--- src/rtl/xvga_pkg.sv ---
// Shared raster timing constants and counter widths for the XVGA timing generator.
package xvga_pkg;

  localparam int HCOUNT_W = 11;
  localparam int VCOUNT_W = 10;

  typedef struct packed {
    int active;
    int fp;
    int sync;
    int bp;
  } axis_timing_t;

  typedef struct packed {
    axis_timing_t h;
    axis_timing_t v;
  } raster_timing_t;

  localparam raster_timing_t XVGA_1024x768_60 = '{
    h: '{active: 1024, fp: 24, sync: 136, bp: 160},
    v: '{active: 768,  fp: 3,  sync: 6,   bp: 29}
  };

  localparam raster_timing_t VGA_640x480_60 = '{
    h: '{active: 640, fp: 16, sync: 96, bp: 48},
    v: '{active: 480, fp: 10, sync: 2,  bp: 33}
  };

  function automatic int axis_total(input axis_timing_t t);
    return t.active + t.fp + t.sync + t.bp;
  endfunction

endpackage

--- src/rtl/xvga_axis.sv ---
// One raster axis: wrapping position counter with enable, plus registered
// active-low sync decoded from the next count so it lines up with the counter.
module xvga_axis
  import xvga_pkg::*;
#(
  parameter int ACTIVE = XVGA_1024x768_60.h.active,
  parameter int FP     = XVGA_1024x768_60.h.fp,
  parameter int SYNC   = XVGA_1024x768_60.h.sync,
  parameter int BP     = XVGA_1024x768_60.h.bp,
  parameter int W      = HCOUNT_W
) (
  input  logic         clk,
  input  logic         rst_n,
  input  logic         en,
  output logic [W-1:0] cnt,
  output logic         wrap,
  output logic         active_nxt,
  output logic         sync_n
);

  localparam int TOTAL = ACTIVE + FP + SYNC + BP;

  localparam logic [W-1:0] LAST    = W'(TOTAL - 1);
  localparam logic [W-1:0] SYNC_LO = W'(ACTIVE + FP);
  localparam logic [W-1:0] SYNC_HI = W'(ACTIVE + FP + SYNC);
  localparam logic [W-1:0] ACT_END = W'(ACTIVE);

  logic [W-1:0] cnt_nxt;
  logic         at_last;

  always_comb begin
    at_last    = (cnt == LAST);
    wrap       = en & at_last;
    cnt_nxt    = cnt;
    if (en) begin
      cnt_nxt = at_last ? '0 : cnt + 1'b1;
    end
    active_nxt = (cnt_nxt < ACT_END);
  end

  // Reset parks the axis on its last position so the first enabled edge lands on 0.
  always_ff @(posedge clk or negedge rst_n) begin
    if (!rst_n) begin
      cnt    <= LAST;
      sync_n <= 1'b1;
    end else begin
      cnt    <= cnt_nxt;
      sync_n <= !((cnt_nxt >= SYNC_LO) && (cnt_nxt < SYNC_HI));
    end
  end

endmodule

--- src/rtl/xvga_timing.sv ---
// XVGA 1024x768@60 raster timing generator; every output is a flop decoded from
// next-state counters. Optional frame counter enabled by `XVGA_FRAME_COUNT_EN.
module xvga_timing
  import xvga_pkg::*;
#(
  parameter int H_ACTIVE = XVGA_1024x768_60.h.active,
  parameter int H_FP     = XVGA_1024x768_60.h.fp,
  parameter int H_SYNC   = XVGA_1024x768_60.h.sync,
  parameter int H_BP     = XVGA_1024x768_60.h.bp,
  parameter int V_ACTIVE = XVGA_1024x768_60.v.active,
  parameter int V_FP     = XVGA_1024x768_60.v.fp,
  parameter int V_SYNC   = XVGA_1024x768_60.v.sync,
  parameter int V_BP     = XVGA_1024x768_60.v.bp
) (
  input  logic                vclock,
  input  logic                reset,
  output logic [HCOUNT_W-1:0] hcount,
  output logic [VCOUNT_W-1:0] vcount,
  output logic                hsync,
  output logic                vsync,
  output logic                blank,
  output logic                frame_start
`ifdef XVGA_FRAME_COUNT_EN
  ,
  output logic [15:0]         frame_count
`endif
);

  localparam int H_TOTAL = axis_total('{H_ACTIVE, H_FP, H_SYNC, H_BP});
  localparam int V_TOTAL = axis_total('{V_ACTIVE, V_FP, V_SYNC, V_BP});

  if (H_TOTAL > (1 << HCOUNT_W)) begin : g_h_too_wide
    $error("xvga_timing: H_TOTAL %0d does not fit hcount", H_TOTAL);
  end
  if (V_TOTAL > (1 << VCOUNT_W)) begin : g_v_too_wide
    $error("xvga_timing: V_TOTAL %0d does not fit vcount", V_TOTAL);
  end

  logic h_wrap;
  logic v_wrap;
  logic h_act_nxt;
  logic v_act_nxt;
  logic frame_nxt;

  xvga_axis #(
    .ACTIVE (H_ACTIVE),
    .FP     (H_FP),
    .SYNC   (H_SYNC),
    .BP     (H_BP),
    .W      (HCOUNT_W)
  ) u_h (
    .clk        (vclock),
    .rst_n      (reset),
    .en         (1'b1),
    .cnt        (hcount),
    .wrap       (h_wrap),
    .active_nxt (h_act_nxt),
    .sync_n     (hsync)
  );

  xvga_axis #(
    .ACTIVE (V_ACTIVE),
    .FP     (V_FP),
    .SYNC   (V_SYNC),
    .BP     (V_BP),
    .W      (VCOUNT_W)
  ) u_v (
    .clk        (vclock),
    .rst_n      (reset),
    .en         (h_wrap),
    .cnt        (vcount),
    .wrap       (v_wrap),
    .active_nxt (v_act_nxt),
    .sync_n     (vsync)
  );

  // Both axes wrapping together means the next position is (0,0).
  assign frame_nxt = h_wrap & v_wrap;

  always_ff @(posedge vclock or negedge reset) begin
    if (!reset) begin
      blank       <= 1'b1;
      frame_start <= 1'b0;
    end else begin
      blank       <= ~(h_act_nxt & v_act_nxt);
      frame_start <= frame_nxt;
    end
  end

`ifdef XVGA_FRAME_COUNT_EN
  always_ff @(posedge vclock or negedge reset) begin
    if (!reset) begin
      frame_count <= '0;
    end else begin
      frame_count <= frame_count + {15'd0, frame_nxt};
    end
  end
`endif

endmodule

--- config.mk ---
export PLATFORM = sky130hd
export DESIGN_NAME = xvga_timing
export DESIGN_NICKNAME = d
export VERILOG_FILES = /design/src/rtl/xvga_pkg.sv /design/src/rtl/xvga_axis.sv /design/src/rtl/xvga_timing.sv
export SDC_FILE = /design/constraint.sdc
export NUM_CORES = 1
export LEC_CHECK = 0
export ABC_AREA = 1
export CAP_MARGIN = 20
export CORE_AREA = 10 10 79 108
export DETAILED_ROUTE_END_ITERATION = 8
export DIE_AREA = 0 0 89 118
export GPL_ROUTABILITY_DRIVEN = 0
export GPL_TIMING_DRIVEN = 0
export PLACE_DENSITY = 0.4
export SYNTH_ARGS = -nofsm -noshare
export SYNTH_HDL_FRONTEND = slang
export SYNTH_SLANG_ARGS = --single-unit
--- constraint.sdc ---
create_clock -name vclock -period 2.3 [get_ports vclock]
set_input_delay 0.345 -clock vclock [delete_from_list [all_inputs] [get_ports vclock]]
set_output_delay 0.345 -clock vclock [all_outputs]
set_load 0.01 [all_outputs]
==> flow_summary.ini, run 1 <==
[sta]
fin_crit_sh_pct = 90.75
drv_slew = 0
setup_violations = 0
fmax_mhz = 479.1
rsz0062_at_grt = no
whs_ns = 0.4772
tightest_slew_ns = 0.6774
max_slew_margin_pct = 54.70
finalCriticalPeriod_ns = 2.087
skew_ns = 0.005997
fin_setup_tns_ns = 0
final_hold_viol_count = 0

[synthesis]
synth_warnings = 0
netlist_instances = 225
async_flop_share_pct = 100.0
yosysTopAreaCell = dfstp_2
avgSynthCellArea_um2 = 7.135
netlist_top_cells_area = dfstp_2, nand2_1, dfrtp_1, inv_1, nor2_1
yosys.area.top_type_share_pct = 26.19
synth_area_mm2 = 0.001605
synth-seq-cells = 25
synth_cell_types = 29
seq_area_frac_synth_pct = 40.22
synth_flop_cell = dfstp_2
syn-num-nets = 231
synth_edf_count = 0

[clock_tree]
post_cts_buffers = 0
cts_root_buffer = clkbuf_8
postCtsHoldBufs = 0
numCtsBuffers = 3
max-clock-path-buffers = 2
clk_pin_slew_ns = 0.09
cts-htree-levels = 1
clk_latency_ns = 0.27
cts_resized = 0
cts_sinks = 25
cts_tree = built

[drt]
avgRoutedWirePerCell_um = 13.30
drt_iter0_drc = 26
drc = 0
drtPass1Iterations = 4
via_per_inst = 4.388
wirelength_um = 4390
vias = 1448
antenna_left = 0

[global_routing]
grtUsageTotal_pct = 8.615
grt_max_degree = 15
grt_pass1_wl_um = 7231
antenna_found_initial = 0
gr-total-overflow = 0
grt_pass1_vias = 1476

[final_layout]
layout_commonest_cell = nand2_1
n_fill_cell = 734
final_cell_mix = nand2_1, inv_1, nor2_1, clkdlybuf4s50_1, nand3_1
fin_util_pct = 31.14
antennaDiodeCount = 0
fin_nets = 263
syn_to_final_growth_pct = 26.58
final_layout_size_suffix_gt1_share_pct = 16.80

[critical_path]
cp_max_fo = 7
crit_arrival_ns = 2.29
worstSetupPathType = reg -> reg
crit_required_ns = 2.50
crit_path_max_incr_delay_ns = 0.61
path_cells = ha_1 -> nand3_4 -> nor3_4 -> o21ai_1 -> nor2_1 -> nand2_1 -> nor2_1 -> nand2_1
rr_startpoint = u_h.cnt[0]$_DFF_PN1_
end_kind = flop
critical_path.startpoint = u_h.cnt[0]$_DFF_PN1_
crit_slowest_cell = dfstp_2
start_kind = flop

[floorplan]
core_area_mm2 = 0.006525
initial_core_util_pct = 24.60
placementRows = 35
ioPinCount = 27
die_width_um = 89
floorplan.die.height_um = 118
dieArea_mm2 = 0.01050

[power_and_ir_drop]
peakVddDrop_mv = 0.1844
p_per_area_mw_per_mm2 = 357.1
power_leakage_nw = 0.9350
p_seq_share_pct = 60.7
netSwitchingFraction_pct = 21.69
comb_power_share_pct = 2.2
switching_power_mw = 0.1574
power.total_mw = 0.7257
clockPowerShare_pct = 37.0
internal_power_mw = 0.5683

[placed_design]
dp_hpwl_um = 3562
io_buffers = 26

[flow_run]
drv_cap = 0

[run_status]
outcome = finished clean

[worst_hold_path]
hp-class = in -> async
-- final cells by class --
type | count | area, µm² | share of cell area, %
repair buffers | 27 | 287.8 | 14.16
clock inverters | 1 | 5.005 | 0.2463
inverters | 35 | 131.4 | 6.466
flip-flops and latches | 25 | 645.6 | 31.77
multi-input cells | 163 | 815.8 | 40.15
well taps | 74 | 92.59 | 4.557
clock buffers | 3 | 41.29 | 2.032
plain buffers | 2 | 12.51 | 0.6158
-- flip-flops by register name (all words and copies together), names as in the netlist --
register     count
u_h.cnt         11
u_v.cnt         10
blank            1
frame_start      1
u_h.sync_n       1
u_v.sync_n       1
-- worst max-delay path, delay by kind of cell (launching register included) --
family | cells | cell delay [ns]
simple gates | 6 | 0.97
flops | 1 | 0.61
fa+ha+maj | 1 | 0.30
compound gates | 1 | 0.13
-- stage by stage --
stage	cell area [µm²]	std cells	setup slack, ns
finish	2032	330	0.2128
floorplan	1605	225	0.5364
global route	2032	330	0.08046
CTS	2032	330	0.1901
global placement	1958	325	0.1868
detailed placement	1986	326	0.2123
-- routing by layer --
layer  part of all wire, %  track usage (%)  vias up  wire length [µm]
met2                    52            14.93       25              2303
li1                      -                -      752                 -
met3                   6.2            2.424        4               274
met1                    40            9.485      667              1754
met5                     0                0        -                 0
met4                   1.3            3.194        0                57
-- power by group through the flow --
stage	Combinational, mW	Sequential [mW]	Clock [mW]
6_report	0.0160	0.441	0.269
5_1_grt	0.0186	0.441	0.305
4_1_cts	0.0172	0.441	0.290
3_5_place_dp	0.0172	0.448	0
3_3_place_gp	0.0116	0.448	0
2_1_floorplan	0.000000511	0.448	0
-- worst paths after layout --
path,endpoint,slack [ns],cells past startpoint
worst max-delay path,u_v.sync_n$_DFF_PN1_,0.21,8
worst min-delay path,u_v.cnt[7]$_DFF_PN0_,0.48,1
worst max register to register,u_v.sync_n$_DFF_PN1_,0.21,8
worst min register to register,u_v.cnt[8]$_DFF_PN1_,0.55,2
max in group asynchronous,u_v.cnt[0]$_DFF_PN1_,1.23,2
min in group vclock,u_v.cnt[8]$_DFF_PN1_,0.55,2
-- cell usage after synthesis, types with 2 or more instances --
| cell | n |
|---|---|
| ha_1 | 4 |
| nor3_1 | 2 |
| nand4_1 | 3 |
| dfstp_2 | 16 |
| nand2_2 | 5 |
| xor2_1 | 4 |
| inv_2 | 3 |
| nor2_4 | 2 |
| nand2_1 | 74 |
| o21ai_1 | 4 |
| inv_1 | 32 |
| dfrtp_1 | 9 |
| nor2_1 | 30 |
| nand3_2 | 3 |
| nor2_2 | 2 |
| nand3_1 | 19 |
-- cell families (layout without fill, tap and decap cells) --
kind of cell / after synthesis / count (layout) / share of synthesized area (%)
adders and majority gates: 4 / 4 / 3.118
and+or+nand+nor: 146 / 146 / 42.17
buffers and inverters: 37 / 68 / 8.963
DFF: 25 / 25 / 40.22
AOI/OAI and AO/OA: 9 / 9 / 3.351
xor gates and xnor gates: 4 / 4 / 2.182
Note: power is estimated with default switching activity, not from simulation.
==> run 2: changes to the inputs <==
Settings changed: CELL_PAD_IN_SITES_DETAIL_PLACEMENT set to 2, CELL_PAD_IN_SITES_GLOBAL_PLACEMENT set to 2, PLACE_DENSITY 0.4 to 0.65.
==> flow_summary.ini, run 2 (synthesis gave the netlist of run 1 again) <==
[run_status]
outcome = finished clean

[global_routing]
gr-total-overflow = 0
grt_pass1_vias = 1696
grtUsageTotal_pct = 10.05
antenna_found_initial = 0
grt_pass1_wl_um = 8397
grt_max_degree = 18

[final_layout]
n_fill_cell = 797
fin_util_pct = 31.16
antennaDiodeCount = 0
fin_nets = 263
final_cell_mix = nand2_1, inv_1, nor2_1, clkdlybuf4s50_1, nand3_1
final_layout_size_suffix_gt1_share_pct = 16.80
largest_register_ffs = 11
reg_top3 = u_h.cnt x11, u_v.cnt x10
layout_commonest_cell = nand2_1
syn_to_final_growth_pct = 26.66
regMostFlops = u_h.cnt

[power_and_ir_drop]
power_leakage_nw = 0.9312
power.total_mw = 0.7343
p_per_area_mw_per_mm2 = 361.2
peakVddDrop_mv = 0.1727

[critical_path]
crit_path_max_incr_delay_ns = 0.62
end_kind = flop
start_kind = flop
r2r_setup_slack_ns = 0.25
crit_required_ns = 2.51
cp_num_cells = 8
cp_max_fo = 7
path_delay_family = simple AND/OR/NAND/NOR gates
rr_startpoint = u_h.cnt[0]$_DFF_PN1_
crit_slowest_cell = dfstp_2
ff2ff_path_depth = 8
path_cells = ha_2 -> nand3_4 -> nor3_4 -> o21ai_1 -> nor2_1 -> nand2_1 -> nor2_1 -> nand2_1
crit_arrival_ns = 2.26
worstSetupPathType = reg -> reg
critical_path.startpoint = u_h.cnt[0]$_DFF_PN1_
cp_num_buf_inv = 0

[flow_run]
drv_cap = 0

[clock_tree]
cts_sinks = 25
cts_tree = built
numCtsBuffers = 3
clk_pin_slew_ns = 0.10
max-clock-path-buffers = 2
cts-htree-levels = 1
cts_root_buffer = clkbuf_8
clk_latency_ns = 0.27
post_cts_buffers = 0

[floorplan]
placementRows = 35
core_area_mm2 = 0.006525
die_width_um = 89
floorplan.die.height_um = 118
ioPinCount = 27
dieArea_mm2 = 0.01050
initial_core_util_pct = 24.60

[sta]
skew_ns = 0.006351
finalCriticalPeriod_ns = 2.046
final_hold_viol_count = 0
fmax_mhz = 488.9
rsz0062_at_grt = no
tightest_slew_ns = 0.5687
setup_violations = 0
max_slew_margin_pct = 61.97
drv_slew = 0
fin_crit_sh_pct = 88.94
fin_setup_tns_ns = 0

[placed_design]
io_buffers = 26
dp_hpwl_um = 4214

[drt]
vias = 1520
wirelength_um = 5036
drt_iter0_drc = 21
avgRoutedWirePerCell_um = 15.26
drc = 0
antenna_left = 0
via_per_inst = 4.606
drtPass1Iterations = 2

[worst_hold_path]
hp-class = in -> async
-- run 2: cell type report --
type                       count  area [µm²]  share of cell area [%]
sequential                    25       645.6                   31.75
tap                           74       92.59                   4.554
multi-input combinational    163       818.3                   40.25
timing repair buffer          27       287.8                   14.15
inverter                      35       131.4                   6.462
clock buffer                   4       45.04                   2.215
buffer                         2       12.51                  0.6154
-- run 2: path summary, 6_finish.rpt --
path | endpoint
min | u_v.cnt[7]$_DFF_PN0_
max | u_v.sync_n$_DFF_PN1_
max reg2reg | u_v.sync_n$_DFF_PN1_
max in group asynchronous | u_v.cnt[0]$_DFF_PN1_
min in group vclock | u_v.cnt[8]$_DFF_PN1_
min reg2reg | u_v.cnt[8]$_DFF_PN1_
-- run 2: metrics by stage --
stage | area, µm² | hold slack, ns | cells | setup WS [ns]
2_1_floorplan | 1605 | 0.04941 | 225 | 0.5364
3_3_place_gp | 1958 | 0.5389 | 325 | 0.1798
3_5_place_dp | 1986 | 0.5449 | 326 | 0.1737
4_1_cts | 2031 | 0.4463 | 330 | 0.1436
5_1_grt | 2033 | 0.4444 | 330 | 0.02457
6_report | 2033 | 0.4256 | 330 | 0.2544
-- run 2: power breakdown --
part	switching [mW]	total, mW	internal [mW]
clock network	0.153	0.277	0.124
logic	0.0101	0.0163	0.00619
registers	0	0.441	0.441
-- run 2: per-layer routing --
layer	vias to the layer above	GRT usage [%]	wire length (µm)
li1	751	-	-
met3	4	2.216	220
met2	18	19.22	2813
met5	-	0	0
met1	747	10.37	1948
met4	0	2.395	53
-- run 2: repair_timing --
item                                    in CTS  in global routing
gates resized for setup                      0                  1
hold endpoints to repair                     0                  0
endpoints found under the setup margin       0                  1
hold buffers                                 0                  0
-- run 2: worst register-to-register path, cell delays in order, from the launching register on --
cell and delay, ns:
dfstp_2 0.62, ha_2 0.28, nand3_4 0.14, nor3_4 0.43
o21ai_1 0.15, nor2_1 0.12, nand2_1 0.09, nor2_1 0.10
nand2_1 0.05
==> run 3: changes to the inputs <==
Settings changed: CAP_MARGIN 20 to unset.
==> flow_summary.ini, run 3 (synthesis gave the netlist of run 1 again) <==
[critical_path]
start_kind = flop
crit_arrival_ns = 2.25
path_delay_family = simple AND/OR/NAND/NOR gates
crit_required_ns = 2.51
cp_num_buf_inv = 0
crit_slowest_cell = dfstp_2
end_kind = flop
cp_max_fo = 7
path_cells = ha_2 -> nand3_4 -> nor3_4 -> o21ai_1 -> nor2_1 -> nand2_1 -> nor2_1 -> nand2_1
worstSetupPathType = reg -> reg
crit_path_max_incr_delay_ns = 0.62

[power_and_ir_drop]
p_per_area_mw_per_mm2 = 359.7
switching_power_mw = 0.1550
peakVddDrop_mv = 0.1475
netSwitchingFraction_pct = 21.48
p_seq_share_pct = 61.1
power.total_mw = 0.7214
clockPowerShare_pct = 37.4
internal_power_mw = 0.5664
power_leakage_nw = 0.9185
comb_power_share_pct = 1.5

[clock_tree]
postCtsHoldBufs = 0
cts_sinks = 25
clk_pin_slew_ns = 0.09
clk_latency_ns = 0.27
cts-htree-levels = 1
cts_tree = built
post_cts_buffers = 0
numCtsBuffers = 3
cts_root_buffer = clkbuf_8
max-clock-path-buffers = 2
cts_resized = 0

[placed_design]
dp_worst_setup_slack_ns = 0.1733
io_buffers = 26
placedInstanceArea_mm2 = 0.001958
dp_hpwl_um = 4154

[floorplan]
die_width_um = 89
dieArea_mm2 = 0.01050
core_area_mm2 = 0.006525
initial_core_util_pct = 24.60
floorplan.die.height_um = 118
placementRows = 35
ioPinCount = 27

[sta]
finalCriticalPeriod_ns = 2.046
fin_setup_tns_ns = 0
skew_ns = 0.008750
rsz0062_at_grt = no
fin_crit_sh_pct = 88.97
setup_violations = 0
fmax_mhz = 488.7
drv_slew = 0
max_slew_margin_pct = 18.54
tightest_slew_ns = 1.218
final_hold_viol_count = 0
setup_slack_ns = 0.2537

[run_status]
outcome = finished clean

[global_routing]
grtUsageMet3_pct = 2.216
grt_most_used_layer = met2
grtUsageTotal_pct = 10.22
grt_pass1_wl_um = 8445
grt_pass1_vias = 1722
gr-total-overflow = 0
antenna_found_initial = 0
globalRouteMet2Util_pct = 19.95
grt_max_degree = 26
met1_usage_pct = 9.963

[drt]
drc = 0
via_per_inst = 4.660
avgRoutedWirePerCell_um = 15.26
drtPass1Iterations = 3
wirelength_um = 5020
drt_iter0_drc = 25
vias = 1533
antenna_left = 0

[final_layout]
regMostFlops = u_h.cnt
fin_nets = 262
finalInstanceArea_mm2 = 0.002006
final_cell_mix = nand2_1, inv_1, nor2_1, clkdlybuf4s50_1, nand3_1
final_layout_size_suffix_gt1_share_pct = 16.47
layout_commonest_cell = nand2_1
reg_top3 = u_h.cnt x11, u_v.cnt x10
syn_to_final_growth_pct = 24.94
largest_register_ffs = 11
antennaDiodeCount = 0

[worst_hold_path]
hp-class = reg -> reg

[flow_run]
drv_cap = 0
## run 3: final timing paths
path | cells after the start | start | slack, ns | to
min in group asynchronous | 1 | reset | 0.71 | u_v.cnt[7]$_DFF_PN0_
setup reg to reg | 8 | u_h.cnt[0]$_DFF_PN1_ | 0.25 | u_v.sync_n$_DFF_PN1_
hold reg to reg | 2 | u_v.cnt[8]$_DFF_PN1_ | 0.55 | u_v.cnt[8]$_DFF_PN1_
max in group asynchronous | 1 | reset | 0.86 | u_v.cnt[1]$_DFF_PN0_
setup / recovery | 8 | u_h.cnt[0]$_DFF_PN1_ | 0.25 | u_v.sync_n$_DFF_PN1_
hold / removal | 2 | u_v.cnt[8]$_DFF_PN1_ | 0.55 | u_v.cnt[8]$_DFF_PN1_
## run 3: cell type report
| type | instances | area [µm²] |
|---|---|---|
| inverter | 35 | 131.4 |
| timing repair buffer | 26 | 260.3 |
| tap | 74 | 92.59 |
| sequential | 25 | 645.6 |
| multi-input combinational | 163 | 818.3 |
| fill | 809 | 4519 |
| buffer | 2 | 12.51 |
| clock buffer | 4 | 45.04 |
## run 3: worst min-delay path, stage by stage (launching register included)
cell and delay, ns:
dfstp_2 0.40, nand2_1 0.08, nand2_2 0.07
## run 3: per-layer routing
metal  routed length, µm  up-vias
met5                   0        -
met4                  61        0
met3                 222        5
met2                2899       21
met1                1837      760
li1                    -      747
## run 3: power groups by stage
stage	Combinational (mW)	Sequential, mW	Clock [mW]
CTS	0.0117	0.441	0.294
floorplan	0.000000511	0.448	0
detailed placement	0.0117	0.448	0
finish	0.0105	0.441	0.270
global route	0.0121	0.441	0.303
global placement	0.0112	0.448	0
## run 3: metrics by stage
stage / instances / hold slack (ns) / utilization, %
6_report: 329 / 0.5533 / 30.74
3_3_place_gp: 325 / 0.5389 / 30.01
2_1_floorplan: 225 / 0.04941 / -
5_1_grt: 329 / 0.5854 / 30.74
3_5_place_dp: 325 / 0.5398 / 30.01
4_1_cts: 329 / 0.5600 / 30.70
